[src/rtl/masked_store_buffer.sv]
// Circular store buffer with optional same-word coalescing into the youngest
// entry and byte-granular store-to-load forwarding from registered state.
module masked_store_buffer #(
  parameter int unsigned ENTRY_COUNT = 4,
  parameter int unsigned ADDR_W      = 32,
  parameter int unsigned DATA_W      = 32,
  parameter int unsigned COALESCE    = 1
) (
  input  logic                               clock,
  input  logic                               reset_n,
  input  logic                               enq_valid,
  output logic                               enq_ready,
  input  logic [ADDR_W-1:0]                  enq_addr,
  input  logic [DATA_W-1:0]                  enq_data,
  input  logic [DATA_W/8-1:0]                enq_be,
  output logic                               deq_valid,
  input  logic                               deq_ready,
  output logic [ADDR_W-1:0]                  deq_addr,
  output logic [DATA_W-1:0]                  deq_data,
  output logic [DATA_W/8-1:0]                deq_be,
  input  logic [ADDR_W-1:0]                  fwd_addr,
  input  logic [DATA_W/8-1:0]                fwd_be,
  output logic [DATA_W-1:0]                  fwd_data,
  output logic                               fwd_hit,
  output logic                               fwd_partial,
  input  logic                               flush,
  output logic [$clog2(ENTRY_COUNT+1)-1:0]   count,
  output logic                               full,
  output logic                               empty
);

  localparam int unsigned BYTES  = DATA_W / 8;
  localparam int unsigned OFF_W  = $clog2(BYTES);
  localparam int unsigned PTR_W  = $clog2(ENTRY_COUNT);
  localparam int unsigned CNT_W  = $clog2(ENTRY_COUNT + 1);
  localparam int unsigned WORD_W = ADDR_W - OFF_W;

  logic [ENTRY_COUNT-1:0] valid_q;
  logic [WORD_W-1:0]      word_q [ENTRY_COUNT];
  logic [DATA_W-1:0]      data_q [ENTRY_COUNT];
  logic [BYTES-1:0]       be_q   [ENTRY_COUNT];
  logic [PTR_W-1:0]       head_q, tail_q;
  logic [CNT_W-1:0]       count_q, count_d;

  logic [PTR_W-1:0]  young, idx;
  logic [WORD_W-1:0] enq_word, fwd_word;
  logic              merge, do_alloc, do_merge, deq_fire;
  logic [DATA_W-1:0] alloc_data, merge_data;
  logic [BYTES-1:0]  covered;

  assign enq_word = enq_addr[ADDR_W-1:OFF_W];
  assign fwd_word = fwd_addr[ADDR_W-1:OFF_W];

  always_comb begin
    young     = tail_q - PTR_W'(1);
    full      = (count_q == CNT_W'(ENTRY_COUNT));
    empty     = (count_q == '0);
    count     = count_q;
    // count >= 2 guarantees the youngest entry is never the head being drained
    merge     = (COALESCE != 0) && (count_q >= CNT_W'(2)) && (word_q[young] == enq_word);
    enq_ready = !full || merge;
    deq_valid = !empty;
    do_alloc  = enq_valid && enq_ready && (enq_be != '0) && !merge;
    do_merge  = enq_valid && enq_ready && (enq_be != '0) && merge;
    deq_fire  = deq_valid && deq_ready;
    count_d   = count_q + CNT_W'(do_alloc) - CNT_W'(deq_fire);
  end

  always_comb begin
    alloc_data = '0;
    merge_data = data_q[young];
    for (int unsigned b = 0; b < BYTES; b++) begin
      if (enq_be[b]) begin
        alloc_data[8*b +: 8] = enq_data[8*b +: 8];
        merge_data[8*b +: 8] = enq_data[8*b +: 8];
      end
    end
  end

  always_comb begin
    deq_addr = '0;
    deq_data = '0;
    deq_be   = '0;
    if (!empty) begin
      deq_addr = {word_q[head_q], {OFF_W{1'b0}}};
      deq_data = data_q[head_q];
      deq_be   = be_q[head_q];
    end
  end

  // Walk oldest to youngest so younger matching bytes override older ones.
  always_comb begin
    fwd_data = '0;
    covered  = '0;
    idx      = '0;
    for (int unsigned i = 0; i < ENTRY_COUNT; i++) begin
      idx = head_q + PTR_W'(i);
      if (valid_q[idx] && (word_q[idx] == fwd_word)) begin
        for (int unsigned b = 0; b < BYTES; b++) begin
          if (fwd_be[b] && be_q[idx][b]) begin
            fwd_data[8*b +: 8] = data_q[idx][8*b +: 8];
            covered[b]         = 1'b1;
          end
        end
      end
    end
    fwd_hit     = (covered == fwd_be) && (fwd_be != '0);
    fwd_partial = (covered != '0) && !fwd_hit;
  end

  always_ff @(posedge clock) begin
    if (!reset_n || flush) begin
      valid_q <= '0;
      head_q  <= '0;
      tail_q  <= '0;
      count_q <= '0;
    end else begin
      if (deq_fire) begin
        valid_q[head_q] <= 1'b0;
        head_q          <= head_q + PTR_W'(1);
      end
      if (do_alloc) begin
        valid_q[tail_q] <= 1'b1;
        word_q[tail_q]  <= enq_word;
        data_q[tail_q]  <= alloc_data;
        be_q[tail_q]    <= enq_be;
        tail_q          <= tail_q + PTR_W'(1);
      end
      if (do_merge) begin
        data_q[young] <= merge_data;
        be_q[young]   <= be_q[young] | enq_be;
      end
      count_q <= count_d;
    end
  end

endmodule

[config.mk]
export PLATFORM = sky130hd
export DESIGN_NAME = masked_store_buffer
export DESIGN_NICKNAME = d
export VERILOG_FILES = /design/src/rtl/masked_store_buffer.sv
export SDC_FILE = /design/constraint.sdc
export NUM_CORES = 1
export LEC_CHECK = 0
export ABC_AREA = 0
export BUFFER_PORTS_ARGS = -buffer_cell sky130_fd_sc_hd__buf_4
export CORE_AREA = 2 2 209 211
export CTS_CLUSTER_SIZE = 28
export DETAILED_ROUTE_END_ITERATION = 6
export DIE_AREA = 0 0 211 213
export PLACE_DENSITY = 0.75
export SLEW_MARGIN = 20
export SYNTH_ARGS = -nofsm -noshare
export SYNTH_HDL_FRONTEND = slang
export SYNTH_SLANG_ARGS = --single-unit
[constraint.sdc]
create_clock -name clock -period 10.3 [get_ports clock]
set_input_delay 1.03 -clock clock [delete_from_list [all_inputs] [get_ports clock]]
set_output_delay 1.03 -clock clock [all_outputs]
set_load 0.01 [all_outputs]
==> flow_summary.toml, run 1 <==
[clocking]
post_cts_buffers = 0
numCtsBuffers = 28
cts_root_buf = "clkbuf_16"
htree_levels = 1
clk_pin_slew_ns = 0.06
clk_latency_ns = 0.58
numClockSinks = 277
cts_buffer_depth = 3
cts_tree = "done"
holdBufCountCts = 0
cts_resized = 0

[place]
placedCellCount = 2239
dp_slack_ns = 3.03
dp_hpwl_mm = 44.3
gp_congestion = 0.984
numPortBuffers = 211
post_dp_cell_area_sq_um = 21900

[drt]
met1Wirelength_mm = 24.3
highest_layer = "met5"
detail_route.iter0.violations = 1819
drt-pass1-iter-count = 6
route.detailed.drc = 0
wl_met3_mm = 5.97
antenna_left = 0
drt_wl_total_mm = 61.8
wl_met2_mm = 29.4
num_vias = 15300
vias_per_cell = 6.68
wire_per_inst_um = 27.0

[synthesis]
yosys_warnings = 0
synth_edf_count = 264
synth_area_sq_um = 19900
synth-main-ff-cell = "edfxtp_1"
ys_seq_elements = 277
synth_cell_types = 74
netlist_instances = 1580
async_reset_ff_frac = 0
ys_seq_area_frac = 0.412
syn_avg_cell_area_sq_um = 12.6

[pwr]
power_switching_uw = 718
intPower_mw = 2.08
seqPwrFrac = 0.453
p_comb_frac = 0.163
clock_power_share = 0.384
finalPower_mw = 2.79
max-vdd-ir-drop_mv = 0.142
p_leak_nw = 7.40
powerDensity_nw_per_um2 = 122
swShare = 0.257

[sta]
worst_clock_skew_ns = 0.0261
hold_violations = 0
fin_tns_setup_ns = 0
relSlewSlack = 0.288
min_period_ns = 8.01
setup_ws_ns = 2.29
post-route-period-util = 0.777
worst_pin_slew_ns = 1.06
grt_setup_unrepaired = "false"
drv_slew = 0
max_freq_mhz = 125
setup-violations-final = 0

[critical_path]
path_cells = "clkinv_1 -> ha_4 -> inv_2 -> mux2i_1 -> xor2_1 -> or3_1 -> a2111oi_2 -> nand4_1 -> and3_1 -> and3_4 -> nor3_1 -> buf_4"
critPathKind = "register to output pin"
crit_slowest_cell = "ha_4"
startpoint_type = "register"
cp-end-kind = "output pin"
crit_family = "simple AND/OR/NAND/NOR gates"
max_stage_delay_ns = 0.95
critPathBufInv = 3
cp_max_fo = 61
cp.arrival_ns = 6.98
critPathRequiredTime_ns = 9.27

[cells_and_area]
final_area_sq_um = 22800
nets = 1844
multi_input_area_sq_um = 11000
areaGrowthSynthToFinish_pct = 15.0
drive_above_1_share = 0.303
final_cells = 2291
mostFrequentLayoutCells = "264 x edfxtp_1, 242 x buf_4, 175 x mux4_2"
regArea_sq_um = 8200
nFillCells = 3528
final_common_cell = "edfxtp_1"

[min_path]
hp-class = "register to register"

[floorplanning]
core-area_sq_um = 42700
ios = 218
fp.dieW_um = 211
rows = 76
die_h_um = 213
floorplan.initialDensity = 0.465
dieArea_sq_um = 44900

[job]
maxCapViolCount = 0

[status]
status = "completed"

[global_routing]
grt_pass1_wl_mm = 91.5
antenna_found_initial = 2
grt_start_max_net_pins = 64
grt_pass1_vias = 14700
grt-ovfl-total = 0
globalRouteTotalUtil = 0.271
[per-stage QoR]
step | hold slack (ns) | util
2_1_floorplan | 0.492 | -
3_3_place_gp | 0.567 | 0.512
3_5_place_dp | 0.568 | 0.512
4_1_cts | 0.584 | 0.535
5_1_grt | 0.627 | 0.535
6_report | 0.586 | 0.535
[logic make-up (layout without fill, tap and decap cells)]
family | Yosys count | after routing | synth area share
DFF | 277 | 277 | 0.412
xor gates and xnor gates | 135 | 135 | 0.0595
adders and majority gates | 12 | 12 | 0.00794
AOI/OAI and AO/OA | 263 | 263 | 0.0957
and+or+nand+nor | 373 | 373 | 0.101
buffers and inverters | 178 | 341 | 0.0389
other | 1 | 3 | 0.000189
muxes | 341 | 341 | 0.284
[layer usage]
layer,up-vias,track usage
met5,-,0
met4,2,0.0864
met3,136,0.0424
met2,881,0.443
met1,7742,0.373
li1,6554,-
[final timing paths]
path | startpoint | endpoint | slack, ns | cells after the start
setup reg to reg | tail_q[0] | data_q[3][21] | 4.05 | 12
setup / recovery | head_q[1] | fwd_hit | 2.29 | 12
hold reg to reg | valid_q[0] | valid_q[0] | 0.59 | 2
hold / removal | valid_q[0] | valid_q[0] | 0.59 | 2
[worst reg2reg max path, stage by stage (launching register included)]
cell	delay [ns]
dfxtp_2	0.31
buf_4	0.41
inv_1	0.22
ha_2	0.36
buf_4	0.58
mux4_2	0.48
xor2_1	0.21
or4_1	0.52
nor4_1	0.74
nand4_1	0.39
or3_1	0.46
buf_4	0.24
o41ai_2	0.94
[state kept, by name, indices dropped and copies added, names as in the netlist, named ones only]
signal   flops
be_q        16
count        3
data_q     128
head_q       2
tail_q       2
valid_q      4
word_q     120
[Yosys cell counts (all sizes together) (5+ instances only)]
cell	count	area (sq um)
o41ai	6	52.6
nor2b	6	37.5
a211oi	24	180
o22a	9	78.8
a21boi	8	60.1
o21ai	53	265
a221oi	20	181
edfxtp	264	7930
ha	11	138
o22ai	14	87.6
buf	64	345
a21oi	22	110
and3	13	86.3
o221a	6	67.6
o31ai	15	113
o211ai	12	90.1
nand4	25	156
nor3	31	170
xor2	38	333
a2bb2oi	5	43.8
inv	47	176
xnor2	97	850
a22o	5	43.8
nand3	23	115
nand2	60	225
nand2b	17	106
a2111oi	12	125
a22oi	9	67.6
a31oi	19	119
nor4	13	81.3
clkbuf	66	248
dfxtp	13	260
nor2	67	251
mux2i	132	1330
mux4	175	3940
and2	96	601
mux2	34	383
[cell type report]
| type | count | area share |
|---|---|---|
| inverters | 48 | 0.00789 |
| well taps | 546 | 0.0299 |
| multi-input cells | 1126 | 0.481 |
| diodes | 1 | 0.000110 |
| repair buffers | 242 | 0.0796 |
| clock buffers | 32 | 0.0327 |
| clock inverters | 19 | 0.0102 |
| flip-flops and latches | 277 | 0.359 |
[power by group through the flow]
| stage | clock network [mW] | logic, mW | registers (mW) |
|---|---|---|---|
| after floorplan | 0 | 0.279 | 1.28 |
| after global placement | 0 | 0.442 | 1.29 |
| after detailed placement | 0 | 0.450 | 1.29 |
| after CTS | 1.08 | 0.452 | 1.27 |
| after global routing | 1.13 | 0.484 | 1.27 |
| final | 1.07 | 0.456 | 1.27 |
No activity file was read; power rests on OpenSTA's default activity.
==> run 2, diff against run 1 <==
==> constraint.sdc (replaced) <==
create_clock -name clock -period 8.3 [get_ports clock]
set_input_delay 0.83 -clock clock [delete_from_list [all_inputs] [get_ports clock]]
set_output_delay 0.83 -clock clock [all_outputs]
set_load 0.01 [all_outputs]
==> run 2 against run 1 <==
  * Clock power up 34%
  * Sequential share of layout area down 0.16 points
  * Global-route usage up 0.14 points
  * Die area unchanged
  * Critical endpoint is now fwd_data[10]
  * Total power up 28%
  * Worst hold slack worse by 0.11 ns
  * Sequential power up 24%
  * Setup slack worse by 1.4 ns
  * Register-to-register slack worse by 2.0 ns
==> flow_summary.toml, run 2 (same netlist as run 1, synthesis figures left out) <==
[drt]
route.detailed.drc = 0
vias_per_cell = 6.69
wire_per_inst_um = 27.0
drt-pass1-iter-count = 5
antenna_left = 0
detail_route.iter0.violations = 1842
num_vias = 15300
drt_wl_total_mm = 62.0

[clocking]
holdBufCountCts = 0
clk_pin_slew_ns = 0.07
cts_buffer_depth = 3
numClockSinks = 277
cts_root_buf = "clkbuf_16"
numCtsBuffers = 28
cts_resized = 0
post_cts_buffers = 0
cts_tree = "done"
htree_levels = 1
clk_latency_ns = 0.57

[place]
numPortBuffers = 211
gp_congestion = 0.974
dp_slack_ns = 1.75
dp_hpwl_mm = 44.3

[sta]
relSlewSlack = 0.269
grt_setup_unrepaired = "false"
drv_slew = 0
fin_tns_setup_ns = 0
worst_clock_skew_ns = 0.0130
setup-violations-final = 0
min_period_ns = 7.40
max_freq_mhz = 135
worst_hold_slack_ns = 0.472
hold_violations = 0
worst_pin_slew_ns = 1.10
setup_ws_ns = 0.903
post-route-period-util = 0.891

[critical_path]
startpoint_type = "register"
critPathKind = "register to output pin"
cp.arrival_ns = 6.57
cp-end-kind = "output pin"
cp_max_fo = 55
critPathRequiredTime_ns = 7.47

[floorplanning]
die_h_um = 213
ios = 218
rows = 76
core-area_sq_um = 42700
floorplan.initialDensity = 0.465
dieArea_sq_um = 44900
fp.dieW_um = 211

[global_routing]
grt_start_max_net_pins = 65
antenna_found_initial = 1
globalRouteTotalUtil = 0.272
grt_pass1_wl_mm = 92.1
grt_pass1_vias = 14800
grt-ovfl-total = 0

[cells_and_area]
final_common_cell = "edfxtp_1"
nets = 1845
areaGrowthSynthToFinish_pct = 15.5
top_register = "data_q"
fin_util = 0.537
nFillCells = 3525
mostFrequentLayoutCells = "264 x edfxtp_1, 243 x buf_4, 175 x mux4_2"
drive_above_1_share = 0.302
largest_reg_flops = 128
reg_top3 = "data_q x128, word_q x120, be_q x16"

[pwr]
finalPower_mw = 3.57
seqPwrFrac = 0.441
intPower_mw = 2.68
p_comb_frac = 0.159
power_switching_uw = 892
swShare = 0.250
p_leak_nw = 7.45
powerDensity_nw_per_um2 = 156
max-vdd-ir-drop_mv = 0.112
clock_power_share = 0.401

[job]
maxCapViolCount = 0

[min_path]
hp-class = "input port to register"

[status]
status = "completed"
[run 2: changes by cell type in the layout (fill, tap and decap cells not counted)]
cell	change
inv_6	+2
clkbuf_8	-3
clkinvlp_4	-3
bufinv_16	+4
inv_8	-1
diode_2	+1
buf_4	+1
o41ai_2	-2
o41ai_4	+2
clkbuf_1	+2
[run 2: layout make-up]
class                      count  area, sq um  share of cell area
clock inverter                21          337              0.0147
inverter                      48          180             0.00785
multi-input combinational   1126        11000               0.479
timing repair buffer         243         1820              0.0795
tap                          546          683              0.0298
antenna                        2         5.00            0.000218
sequential                   277         8200               0.358
clock buffer                  31          712              0.0310
[run 2: final timing paths]
| check | start | end | slack (ns) | cells past startpoint |
|---|---|---|---|---|
| max | head_q[1] | fwd_data[10] | 0.90 | 11 |
| min | enq_addr[9] | word_q[1][7] | 0.47 | 1 |
| max reg2reg | tail_q[1] | data_q[1][8] | 2.07 | 10 |
| min reg2reg | tail_q[1] | tail_q[1] | 0.60 | 2 |
[run 2: per-layer routing]
metal | wire length (um) | share of wire | global-route usage
met3 | 6610 | 0.11 | 0.0482
met1 | 24100 | 0.39 | 0.377
met5 | 0 | 0 | 0
met2 | 29100 | 0.47 | 0.434
met4 | 2170 | 0.035 | 0.0949
[run 2: power groups by stage]
stage / clock [mW] / combinational, mW / sequential, mW
floorplan: 0 / 0.346 / 1.59
global placement: 0 / 0.550 / 1.60
detailed placement: 0 / 0.557 / 1.60
CTS: 1.44 / 0.560 / 1.57
global route: 1.50 / 0.601 / 1.57
finish: 1.43 / 0.567 / 1.57
[run 2: per-stage QoR]
stage               std cells  instance area [sq um]
CTS                      2292                  22900
finish                   2294                  22900
detailed placement       2240                  21900
global route             2293                  22900
global placement         2240                  21900
floorplan                1581                  19900
[run 2: critical path: stages (launching register included)]
cell	delay, ns
dfxtp_2	0.77
clkinv_1	0.51
ha_4	0.84
inv_2	0.42
mux2i_1	0.21
xor2_1	0.18
or3_1	0.41
a2111oi_2	0.62
and4_1	0.80
a21oi_1	0.39
a221oi_1	0.58
buf_4	0.22
==> run 3, diff against run 2 <==
--- a/config.mk
+++ b/config.mk
@@ -7,11 +7,14 @@
 export LEC_CHECK = 0
 export ABC_AREA = 0
 export BUFFER_PORTS_ARGS = -buffer_cell sky130_fd_sc_hd__buf_4
+export CELL_PAD_IN_SITES_DETAIL_PLACEMENT = 1
+export CELL_PAD_IN_SITES_GLOBAL_PLACEMENT = 1
 export CORE_AREA = 2 2 209 211
+export CTS_BUF_LIST = sky130_fd_sc_hd__clkbuf_8
 export CTS_CLUSTER_SIZE = 28
 export DETAILED_ROUTE_END_ITERATION = 6
 export DIE_AREA = 0 0 211 213
-export PLACE_DENSITY = 0.75
+export PLACE_DENSITY = 0.87
 export SLEW_MARGIN = 20
 export SYNTH_ARGS = -nofsm -noshare
 export SYNTH_HDL_FRONTEND = slang
==> run 3 against run 2 <==
  * Critical path depth rose by 2
  * Worst hold slack worse by 0.066 ns
  * Largest cell class unchanged
  * Largest power group unchanged
  * Wire length is 11% higher
  * Die area stayed put
  * Total power shrank 7.1%
  * Critical path type unchanged
  * Global-route usage grew 3.4 points
  * Via count is 3.0% higher
  * Sequential power hardly changed
  * Non-clock buffer count is 2 higher
  * Critical endpoint is now fwd_partial
  * Setup slack worse by 0.51 ns
  * Highest routed layer is now met5
==> flow_summary.toml, run 3 (same netlist as run 1, synthesis figures left out) <==
[status]
status = "completed"

[sta]
grt_setup_unrepaired = "false"
drv_slew = 0
setup_ws_ns = 0.389
min_period_ns = 7.91
hold_violations = 0
relSlewSlack = 0.302
fin_tns_setup_ns = 0
worst_clock_skew_ns = 0.0630
max_freq_mhz = 126
worst_pin_slew_ns = 1.05
post-route-period-util = 0.953
setup-violations-final = 0

[critical_path]
crit_path_end = "fwd_partial"
cp-end-kind = "output pin"
critPathBufInv = 4
crit_family = "simple AND/OR/NAND/NOR gates"
r2r-start = "tail_q[1]"
cp_max_fo = 71
startpoint_type = "register"
r2r-end = "data_q[3][26]"
reg2reg_depth = 10
critPathKind = "register to output pin"
path_cells = "clkinv_1 -> ha_4 -> inv_2 -> buf_4 -> mux2i_1 -> xnor2_1 -> nand4_1 -> a2111oi_2 -> nand4_1 -> and3_1 -> and3_4 -> o32a_1 -> buf_4"
crit_start = "head_q[1]"
crit_slowest_cell = "ha_4"
cp.depth = 13
cp.arrival_ns = 7.08
critPathRequiredTime_ns = 7.47
max_stage_delay_ns = 0.96
rrSetupSlack_ns = 2.33

[place]
numPortBuffers = 211
dp_hpwl_mm = 49.1
dp_slack_ns = 1.24
gp_congestion = 0.962

[global_routing]
grt_start_max_net_pins = 140
grt_pass1_vias = 16500
globalRouteTotalUtil = 0.306
grt-ovfl-total = 0
grt_pass1_wl_mm = 103
antenna_found_initial = 2

[pwr]
finalPower_mw = 3.32
max-vdd-ir-drop_mv = 0.131
p_leak_nw = 7.43
powerDensity_nw_per_um2 = 146

[drt]
detail_route.iter0.violations = 1700
drt_wl_total_mm = 68.6
route.detailed.drc = 0
vias_per_cell = 6.79
drt-pass1-iter-count = 6
antenna_left = 0
wire_per_inst_um = 29.5
num_vias = 15800

[floorplanning]
floorplan.initialDensity = 0.465
ios = 218
die_h_um = 213
rows = 76
dieArea_sq_um = 44900
fp.dieW_um = 211
core-area_sq_um = 42700

[clocking]
htree_levels = 2
numClockSinks = 277
numCtsBuffers = 48
clk_pin_slew_ns = 0.07
cts_buffer_depth = 3
cts_resized = 0
clk_latency_ns = 0.67
cts_root_buf = "clkbuf_8"
cts_tree = "done"
post_cts_buffers = 0
holdBufCountCts = 0

[min_path]
hp-class = "input port to register"

[job]
maxCapViolCount = 0

[cells_and_area]
drive_above_1_share = 0.303
areaGrowthSynthToFinish_pct = 14.6
largest_reg_flops = 128
top_register = "data_q"
nets = 1867
final_common_cell = "edfxtp_1"
mostFrequentLayoutCells = "264 x edfxtp_1, 244 x buf_4, 175 x mux4_2"
reg_top3 = "data_q x128, word_q x120, be_q x16"
## run 3: cell types whose count changed in the layout (fill, tap and decap cells not counted), sizes merged
| cell | change |
|---|---|
| bufinv | -8 |
| inv | +10 |
| clkinv | +12 |
| clkbuf | +20 |
| buf | +2 |
| diode | -1 |
## run 3: through the flow
stage / cell area [sq um] / instances / hold slack, ns / util
2_1_floorplan: 19900 / 1581 / 0.492 / -
3_3_place_gp: 21900 / 2242 / 0.544 / 0.512
3_5_place_dp: 21900 / 2242 / 0.578 / 0.512
4_1_cts: 22700 / 2328 / 0.369 / 0.532
5_1_grt: 22700 / 2329 / 0.400 / 0.533
6_report: 22700 / 2329 / 0.406 / 0.533
## run 3: metal layers
metal	global-route usage	up-vias	share of wire
met1	0.382	8121	0.37
met4	0.155	2	0.047
met2	0.520	911	0.50
li1	-	6599	-
met3	0.0484	172	0.084
met5	0	-	0.00015
## run 3: worst min path at each step
stage	start	to	slack [ns]	cells after the start
after floorplan	valid_q[1]	valid_q[1]	0.49	2
after global placement	valid_q[0]	valid_q[0]	0.54	2
after detailed placement	valid_q[1]	valid_q[1]	0.58	2
after CTS	enq_addr[26]	word_q[1][24]	0.37	1
after global routing	enq_addr[26]	word_q[1][24]	0.40	1
final	enq_addr[26]	word_q[1][24]	0.41	1
## run 3: area by class of cell
class | instances | area, sq um
fill | 4361 | 19900
clock buffer | 51 | 702
clock inverter | 35 | 158
tap | 546 | 683
timing repair buffer | 245 | 1850
antenna | 1 | 2.50
multi-input combinational | 1126 | 11000
inverter | 48 | 180
sequential | 277 | 8200
## run 3: where the power goes
part / total (mW) / internal [mW] / switching [mW]
combinational: 0.582 / 0.255 / 0.328
clock: 1.16 / 0.570 / 0.591
sequential: 1.57 / 1.55 / 0.0224
total: 3.32 / 2.37 / 0.941
